### config.mk
export PLATFORM = sky130hd
export DESIGN_NAME = draw_arbiter
export DESIGN_NICKNAME = d
export VERILOG_FILES = /design/src/rtl/draw_pkg.sv /design/src/rtl/rr_pick.sv /design/src/rtl/draw_arbiter.sv
export SDC_FILE = /design/constraint.sdc
export NUM_CORES = 1
export LEC_CHECK = 0
export ABC_AREA = 0
export CAP_MARGIN = 20
export CORE_UTILIZATION = 55
export DETAILED_ROUTE_END_ITERATION = 8
export DONT_BUFFER_PORTS = 1
export PLACE_DENSITY = 0.77
export RECOVER_POWER = 25
export SYNTH_ARGS = -nofsm -noshare
export SYNTH_HDL_FRONTEND = slang
export SYNTH_SLANG_ARGS = --single-unit
### constraint.sdc
create_clock -name clk -period 1.13 [get_ports clk]
set_clock_uncertainty 0.1 [all_clocks]
set_input_delay 0.226 -clock clk [delete_from_list [all_inputs] [get_ports clk]]
set_output_delay 0.226 -clock clk [all_outputs]
set_load 0.02 [all_outputs]
### src/rtl/draw_pkg.sv
// draw_pkg: shared types and constants for the drawing-engine arbiter.
//   state_e      - arbiter FSM states (IDLE, RUN, RELEASE)
//   VGA_W/VGA_H  - screen size in pixels
//   X_W/Y_W      - coordinate widths
//   COLOUR_W     - pixel colour width
//   WDOG_LIMIT   - RUN-cycle count at which a silent engine is aborted
//   idx_onehot() - engine index to one-hot start/ack vector
package draw_pkg;

  typedef enum logic [1:0] {
    ST_IDLE    = 2'd0,
    ST_RUN     = 2'd1,
    ST_RELEASE = 2'd2
  } state_e;

  localparam int          VGA_W      = 160;
  localparam int          VGA_H      = 120;
  localparam int          X_W        = 8;
  localparam int          Y_W        = 7;
  localparam int          COLOUR_W   = 3;
  localparam logic [15:0] WDOG_LIMIT = 16'hFFFF;

  function automatic logic [1:0] idx_onehot(input logic idx);
    logic [1:0] vec;
    if (idx) begin
      vec = 2'b10;
    end else begin
      vec = 2'b01;
    end
    return vec;
  endfunction

endpackage

### src/rtl/rr_pick.sv
// rr_pick: combinational 2-way round-robin picker.
// Ports:
//   req         in  2  pending requests
//   ptr         in  1  engine that wins a tie
//   grant_valid out 1  at least one request pending
//   grant_idx   out 1  chosen engine (lone request wins, tie goes to ptr)
module rr_pick
  import draw_pkg::*;
(
  input  logic [1:0] req,
  input  logic       ptr,
  output logic       grant_valid,
  output logic       grant_idx
);

  // Pick the lone requester, or the pointer engine when both ask.
  always_comb begin
    grant_valid = |req;
    grant_idx   = 1'b0;
    case (req)
      2'b01:   grant_idx = 1'b0;
      2'b10:   grant_idx = 1'b1;
      2'b11:   grant_idx = ptr;
      default: grant_idx = 1'b0;
    endcase
  end

endmodule

### src/rtl/draw_arbiter.sv
// draw_arbiter: grants one of two drawing engines access to the VGA adapter.
// Ports:
//   clk, rst_n                 clock, async active-low reset
//   req[1:0]                   job request per engine (held until ack)
//   ack[1:0]                   one-cycle job-complete pulse
//   eng_start[1:0]             start to engine, held until eng_done
//   eng_done[1:0]              done from engine
//   eng{0,1}_x/_y/_colour/_plot  engine pixel stream
//   vga_x/_y/_colour/_plot     owner's pixel stream, one cycle later
//   busy                       FSM not idle
//   owner                      engine currently/last granted
//   err                        sticky watchdog abort
// Optional feature: define DRAW_ARB_WATCHDOG_EN to abort a job whose engine
// stays silent for WDOG_LIMIT RUN cycles; otherwise err is tied low.
module draw_arbiter
  import draw_pkg::*;
(
  input  logic                clk,
  input  logic                rst_n,
  input  logic [1:0]          req,
  output logic [1:0]          ack,
  output logic [1:0]          eng_start,
  input  logic [1:0]          eng_done,
  input  logic [X_W-1:0]      eng0_x,
  input  logic [Y_W-1:0]      eng0_y,
  input  logic [COLOUR_W-1:0] eng0_colour,
  input  logic                eng0_plot,
  input  logic [X_W-1:0]      eng1_x,
  input  logic [Y_W-1:0]      eng1_y,
  input  logic [COLOUR_W-1:0] eng1_colour,
  input  logic                eng1_plot,
  output logic [X_W-1:0]      vga_x,
  output logic [Y_W-1:0]      vga_y,
  output logic [COLOUR_W-1:0] vga_colour,
  output logic                vga_plot,
  output logic                busy,
  output logic                owner,
  output logic                err
);

  state_e              state_r, state_nxt_s;
  logic                owner_r, owner_nxt_s;
  logic                ptr_r, ptr_nxt_s;
  logic [1:0]          start_r, start_nxt_s;
  logic [1:0]          ack_r, ack_nxt_s;
  logic [X_W-1:0]      vga_x_r, vga_x_nxt_s;
  logic [Y_W-1:0]      vga_y_r, vga_y_nxt_s;
  logic [COLOUR_W-1:0] vga_colour_r, vga_colour_nxt_s;
  logic                vga_plot_r, vga_plot_nxt_s;
  logic                busy_r, busy_nxt_s;

  logic                grant_valid_s, grant_idx_s;
  logic [X_W-1:0]      own_x_s;
  logic [Y_W-1:0]      own_y_s;
  logic [COLOUR_W-1:0] own_colour_s;
  logic                own_plot_s;
  logic                own_done_s;
  logic                wdog_trip_s;

  rr_pick u_rr_pick (
    .req         (req),
    .ptr         (ptr_r),
    .grant_valid (grant_valid_s),
    .grant_idx   (grant_idx_s)
  );

  // Select the current owner's pixel stream and done; the other engine is never routed.
  always_comb begin
    if (owner_r) begin
      own_x_s      = eng1_x;
      own_y_s      = eng1_y;
      own_colour_s = eng1_colour;
      own_plot_s   = eng1_plot;
    end else begin
      own_x_s      = eng0_x;
      own_y_s      = eng0_y;
      own_colour_s = eng0_colour;
      own_plot_s   = eng0_plot;
    end
    own_done_s = eng_done[owner_r];
  end

`ifdef DRAW_ARB_WATCHDOG_EN
  logic [15:0] wdog_cnt_r;
  logic        err_r;

  assign wdog_trip_s = (wdog_cnt_r == WDOG_LIMIT);
  assign err         = err_r;

  // Count RUN cycles of the current job; latch err when the limit aborts it.
  always_ff @(posedge clk or negedge rst_n) begin
    if (!rst_n) begin
      wdog_cnt_r <= 16'd0;
      err_r      <= 1'b0;
    end else begin
      if (state_r == ST_RUN) begin
        wdog_cnt_r <= wdog_cnt_r + 16'd1;
      end else begin
        wdog_cnt_r <= 16'd0;
      end
      if ((state_r == ST_RUN) && !own_done_s && wdog_trip_s) begin
        err_r <= 1'b1;
      end else begin
        err_r <= err_r;
      end
    end
  end
`else
  assign wdog_trip_s = 1'b0;
  assign err         = 1'b0;
`endif

  // Next-state and next-output logic; every output is registered below.
  always_comb begin
    state_nxt_s      = state_r;
    owner_nxt_s      = owner_r;
    ptr_nxt_s        = ptr_r;
    start_nxt_s      = start_r;
    ack_nxt_s        = 2'b00;
    vga_x_nxt_s      = vga_x_r;
    vga_y_nxt_s      = vga_y_r;
    vga_colour_nxt_s = vga_colour_r;
    vga_plot_nxt_s   = 1'b0;
    case (state_r)
      ST_IDLE: begin
        if (grant_valid_s) begin
          owner_nxt_s = grant_idx_s;
          start_nxt_s = idx_onehot(grant_idx_s);
          state_nxt_s = ST_RUN;
        end else begin
          start_nxt_s = 2'b00;
        end
      end
      ST_RUN: begin
        vga_x_nxt_s      = own_x_s;
        vga_y_nxt_s      = own_y_s;
        vga_colour_nxt_s = own_colour_s;
        if (own_done_s) begin
          // Plot is suppressed on the completing cycle so RELEASE shows vga_plot=0.
          start_nxt_s = 2'b00;
          ack_nxt_s   = idx_onehot(owner_r);
          ptr_nxt_s   = ~owner_r;
          state_nxt_s = ST_RELEASE;
        end else if (wdog_trip_s) begin
          start_nxt_s = 2'b00;
          ptr_nxt_s   = ~owner_r;
          state_nxt_s = ST_RELEASE;
        end else begin
          vga_plot_nxt_s = own_plot_s;
        end
      end
      ST_RELEASE: begin
        // Wait for the engine to drop done so a stale done never ends the next job.
        if (!own_done_s) begin
          state_nxt_s = ST_IDLE;
        end else begin
          state_nxt_s = ST_RELEASE;
        end
      end
      default: begin
        state_nxt_s = ST_IDLE;
        start_nxt_s = 2'b00;
      end
    endcase
    busy_nxt_s = (state_nxt_s != ST_IDLE);
  end

  // State and output registers.
  always_ff @(posedge clk or negedge rst_n) begin
    if (!rst_n) begin
      state_r      <= ST_IDLE;
      owner_r      <= 1'b0;
      ptr_r        <= 1'b0;
      start_r      <= 2'b00;
      ack_r        <= 2'b00;
      vga_x_r      <= {X_W{1'b0}};
      vga_y_r      <= {Y_W{1'b0}};
      vga_colour_r <= {COLOUR_W{1'b0}};
      vga_plot_r   <= 1'b0;
      busy_r       <= 1'b0;
    end else begin
      state_r      <= state_nxt_s;
      owner_r      <= owner_nxt_s;
      ptr_r        <= ptr_nxt_s;
      start_r      <= start_nxt_s;
      ack_r        <= ack_nxt_s;
      vga_x_r      <= vga_x_nxt_s;
      vga_y_r      <= vga_y_nxt_s;
      vga_colour_r <= vga_colour_nxt_s;
      vga_plot_r   <= vga_plot_nxt_s;
      busy_r       <= busy_nxt_s;
    end
  end

  assign ack        = ack_r;
  assign eng_start  = start_r;
  assign vga_x      = vga_x_r;
  assign vga_y      = vga_y_r;
  assign vga_colour = vga_colour_r;
  assign vga_plot   = vga_plot_r;
  assign busy       = busy_r;
  assign owner      = owner_r;

endmodule
==> out/metrics.yaml <==
worst_setup_path:
  worstPathArrival_ps: 1460
  critPathKind: "flop to flop"
  critPathMaxFanout: 5
  path_delay_family: "flip-flops"
  cp_cell_sequence: "buf_12, buf_4, buf_12, mux2i_1, o21ai_1"
  crit_path_frequent_cell: "buf_12"
  slowest_stage: "dfrtp_2"
  setup.worst_path.start_class: "flop"
  cp_num_buf_inv: 3
  cp-end-kind: "flop"
  cpPeakStageDelay_ps: 450
  required_ps: 1250
layout:
  final_nets: 211
  area_growth_pct: 45.4
  stdcell_area_um2: 1990
  fillers: 105
  drive_gt1_share_pct: 42.2
  n_antenna_cell: 0
die:
  num_rows: 17
  die_w_um: 51.9
  die_height_um: 51.9
  io_pins: 70
  core_area_um2: 2280
  start_util_pct: 60.2
  die_area_um2: 2690
clocking:
  cts.clk_slew.worst_paths_ps: 150
  cts_buffer_depth: 2
  clk-insertion-delay-late_ps: 320
  htreeDepth: 1
  clock-sinks: 28
  cts_tree: "built"
  cts_buffers: 3
  cts-root-buf: "clkbuf_4"
place:
  placed_area_um2: 1420
  dp_hpwl_mm: 1.97
  finalWeightedCongestion: 0.797
  io_buffers: 0
  dp_slack_ps: -25.9
route:
  drtIter0Drc: 21
  via_per_inst: 5.75
  drc: 0
  vias: 1116
  routed_wl_mm: 3.74
  drt_first_pass_iters: 4
  routedWlPerCell_um: 19.3
  ant_nets: 0
global_routing:
  grt_first_pass_wirelength_mm: 4.59
  overflow: 0
  grtUsageTotal_pct: 24.0
  antenna_found_initial: 0
  grt_max_degree: 29
  grt_pass1_vias: 1024
sta:
  max_slew_margin_pct: 58.6
  min_period_ps: 1340
  tightest_slew_ps: 622
  fmax_ghz: 0.746
  period_share_pct: 119
  whs_ps: -14.2
  hold_violations: 1
  setup_viol: 43
  drv_slew: 0
  tns_ps: -3490
  worst_slack_ps: -211
  rsz0062_at_grt: "yes"
synth:
  syn_inst: 123
  syn_nets: 167
  yosysSeqAreaShare_pct: 51.1
  ys_types: 26
  synth_seq_cells: 28
  ys_warn_count: 0
  synth-edff-count: 0
  synth_flop_cell: "dfrtp_1"
  async_reset_ff_share_pct: 100
  netlist_area_um2: 1370
  syn_avg_cell_area_um2: 11.1
pwr:
  power.density_nw_per_um2: 2860
  p_leak_nw: 0.848
  ir_drop_uv: 2290
outcome:
  status: "complete, but fails checks"
  violations: "hold timing, setup timing"
min_path:
  hold_path.class: "input port to flop"
run:
  maxCapViolations: 0
==> final timing paths <==
| path | from | end | slack [ps] | depth (start not counted) |
|---|---|---|---|---|
| max | owner$_DFFE_PN0P_ | vga_colour[0]$_DFFE_PN0P_ | -210 | 5 |
| min | eng1_y[6] | vga_y[6]$_DFFE_PN0P_ | -10 | 2 |
| min reg2reg | ptr_r$_DFFE_PN0P_ | ptr_r$_DFFE_PN0P_ | 490 | 1 |
| min in group asynchronous | rst_n | vga_x[3]$_DFFE_PN0P_ | 340 | 2 |
| max in group asynchronous | rst_n | state_r[0]$_DFF_PN0_ | 140 | 2 |
| max reg2reg | owner$_DFFE_PN0P_ | vga_colour[0]$_DFFE_PN0P_ | -210 | 5 |
==> per-stage QoR <==
step / instances / util, % / total power (W)
final: 194 / 87.5 / 0.00570
after global routing: 194 / 87.5 / 0.00597
after CTS: 185 / 80.3 / 0.00515
after detailed placement: 149 / 62.5 / 0.00435
after global placement: 149 / 62.5 / 0.00424
after floorplan: 123 / - / 0.00396
==> cells in the final DEF, fill, tap and decap left out, types with 2 or more instances in the layout <==
cell,Yosys,layout
buf_12,0,5
buf_4,2,4
clkbuf_16,0,2
clkbuf_4,0,3
dfrtp_1,28,2
dfrtp_2,0,26
dlygate4sd3_1,0,34
mux2i_1,19,14
mux2i_2,0,3
mux2i_4,1,3
nand2_1,25,23
nand2_2,0,2
nand3_1,5,4
nor2_2,0,2
nor2b_1,2,2
o21ai_1,0,7
o21ai_2,11,11
==> metal layers <==
metal  up-vias  wire length, µm  GRT usage, %
li1        511                -             -
met1       535             1240          24.8
met2        60             2180          45.1
met3        10              236          4.97
met4         0               74          11.3
met5         -                0             0
==> cells by family after synthesis <==
kind of cell           count (synthesis)  synth area share [%]
flip-flops                            28                  51.1
multiplexers                          20                  15.5
other                                  1                 0.274
AO/OA/AOI/OAI                         24                  12.8
buffers and inverters                  9                  6.57
AND/OR/NAND/NOR                       41                  13.7
==> what timing repair did <==
action                                 4_1_cts  5_1_grt
pin swaps                                    0        7
setup endpoints to repair                   44       53
endpoints found under the hold margin       47        4
hold buffers                                29        6
resized for setup                           29       21
cloned                                       0        2
buffers inserted                             3        1
==> flip-flops by register name, indices dropped and copies added, names as in the netlist <==
register / flops
owner: 1
vga_plot: 1
busy: 1
eng_start: 2
ptr_r: 1
state_r: 2
vga_colour: 3
vga_x: 8
vga_y: 7
ack: 2
==> power breakdown <==
| group | internal (W) | switching, W | total [W] |
|---|---|---|---|
| clock network | 0.000197 | 0.000288 | 0.000485 |
| logic | 0.00147 | 0.00131 | 0.00278 |
| registers | 0.00155 | 0.000881 | 0.00243 |
| total | 0.00322 | 0.00248 | 0.00570 |
==> area by class of cell <==
type	count	area, µm²	share of cell area, %
sequential	28	733	36.8
multi-input combinational	86	643	32.3
timing repair buffer	47	541	27.1
clock buffer	4	36.3	1.82
tap	28	35.0	1.76
inverter	1	3.75	0.188
==> synthesized netlist by cell type, types with 2 or more instances <==
| master | count | share of area [%] |
|---|---|---|
| mux2i_1 | 19 | 14 |
| nor2_1 | 3 | 0.82 |
| nand3_1 | 5 | 1.8 |
| buf_4 | 2 | 1.1 |
| nand2_1 | 25 | 6.8 |
| dfrtp_1 | 28 | 51 |
| buf_6 | 5 | 4.1 |
| o21ai_2 | 11 | 7.0 |
| nor2b_1 | 2 | 0.91 |
| o21ai_0 | 7 | 2.6 |
Note: power is estimated with default switching activity, not from simulation.
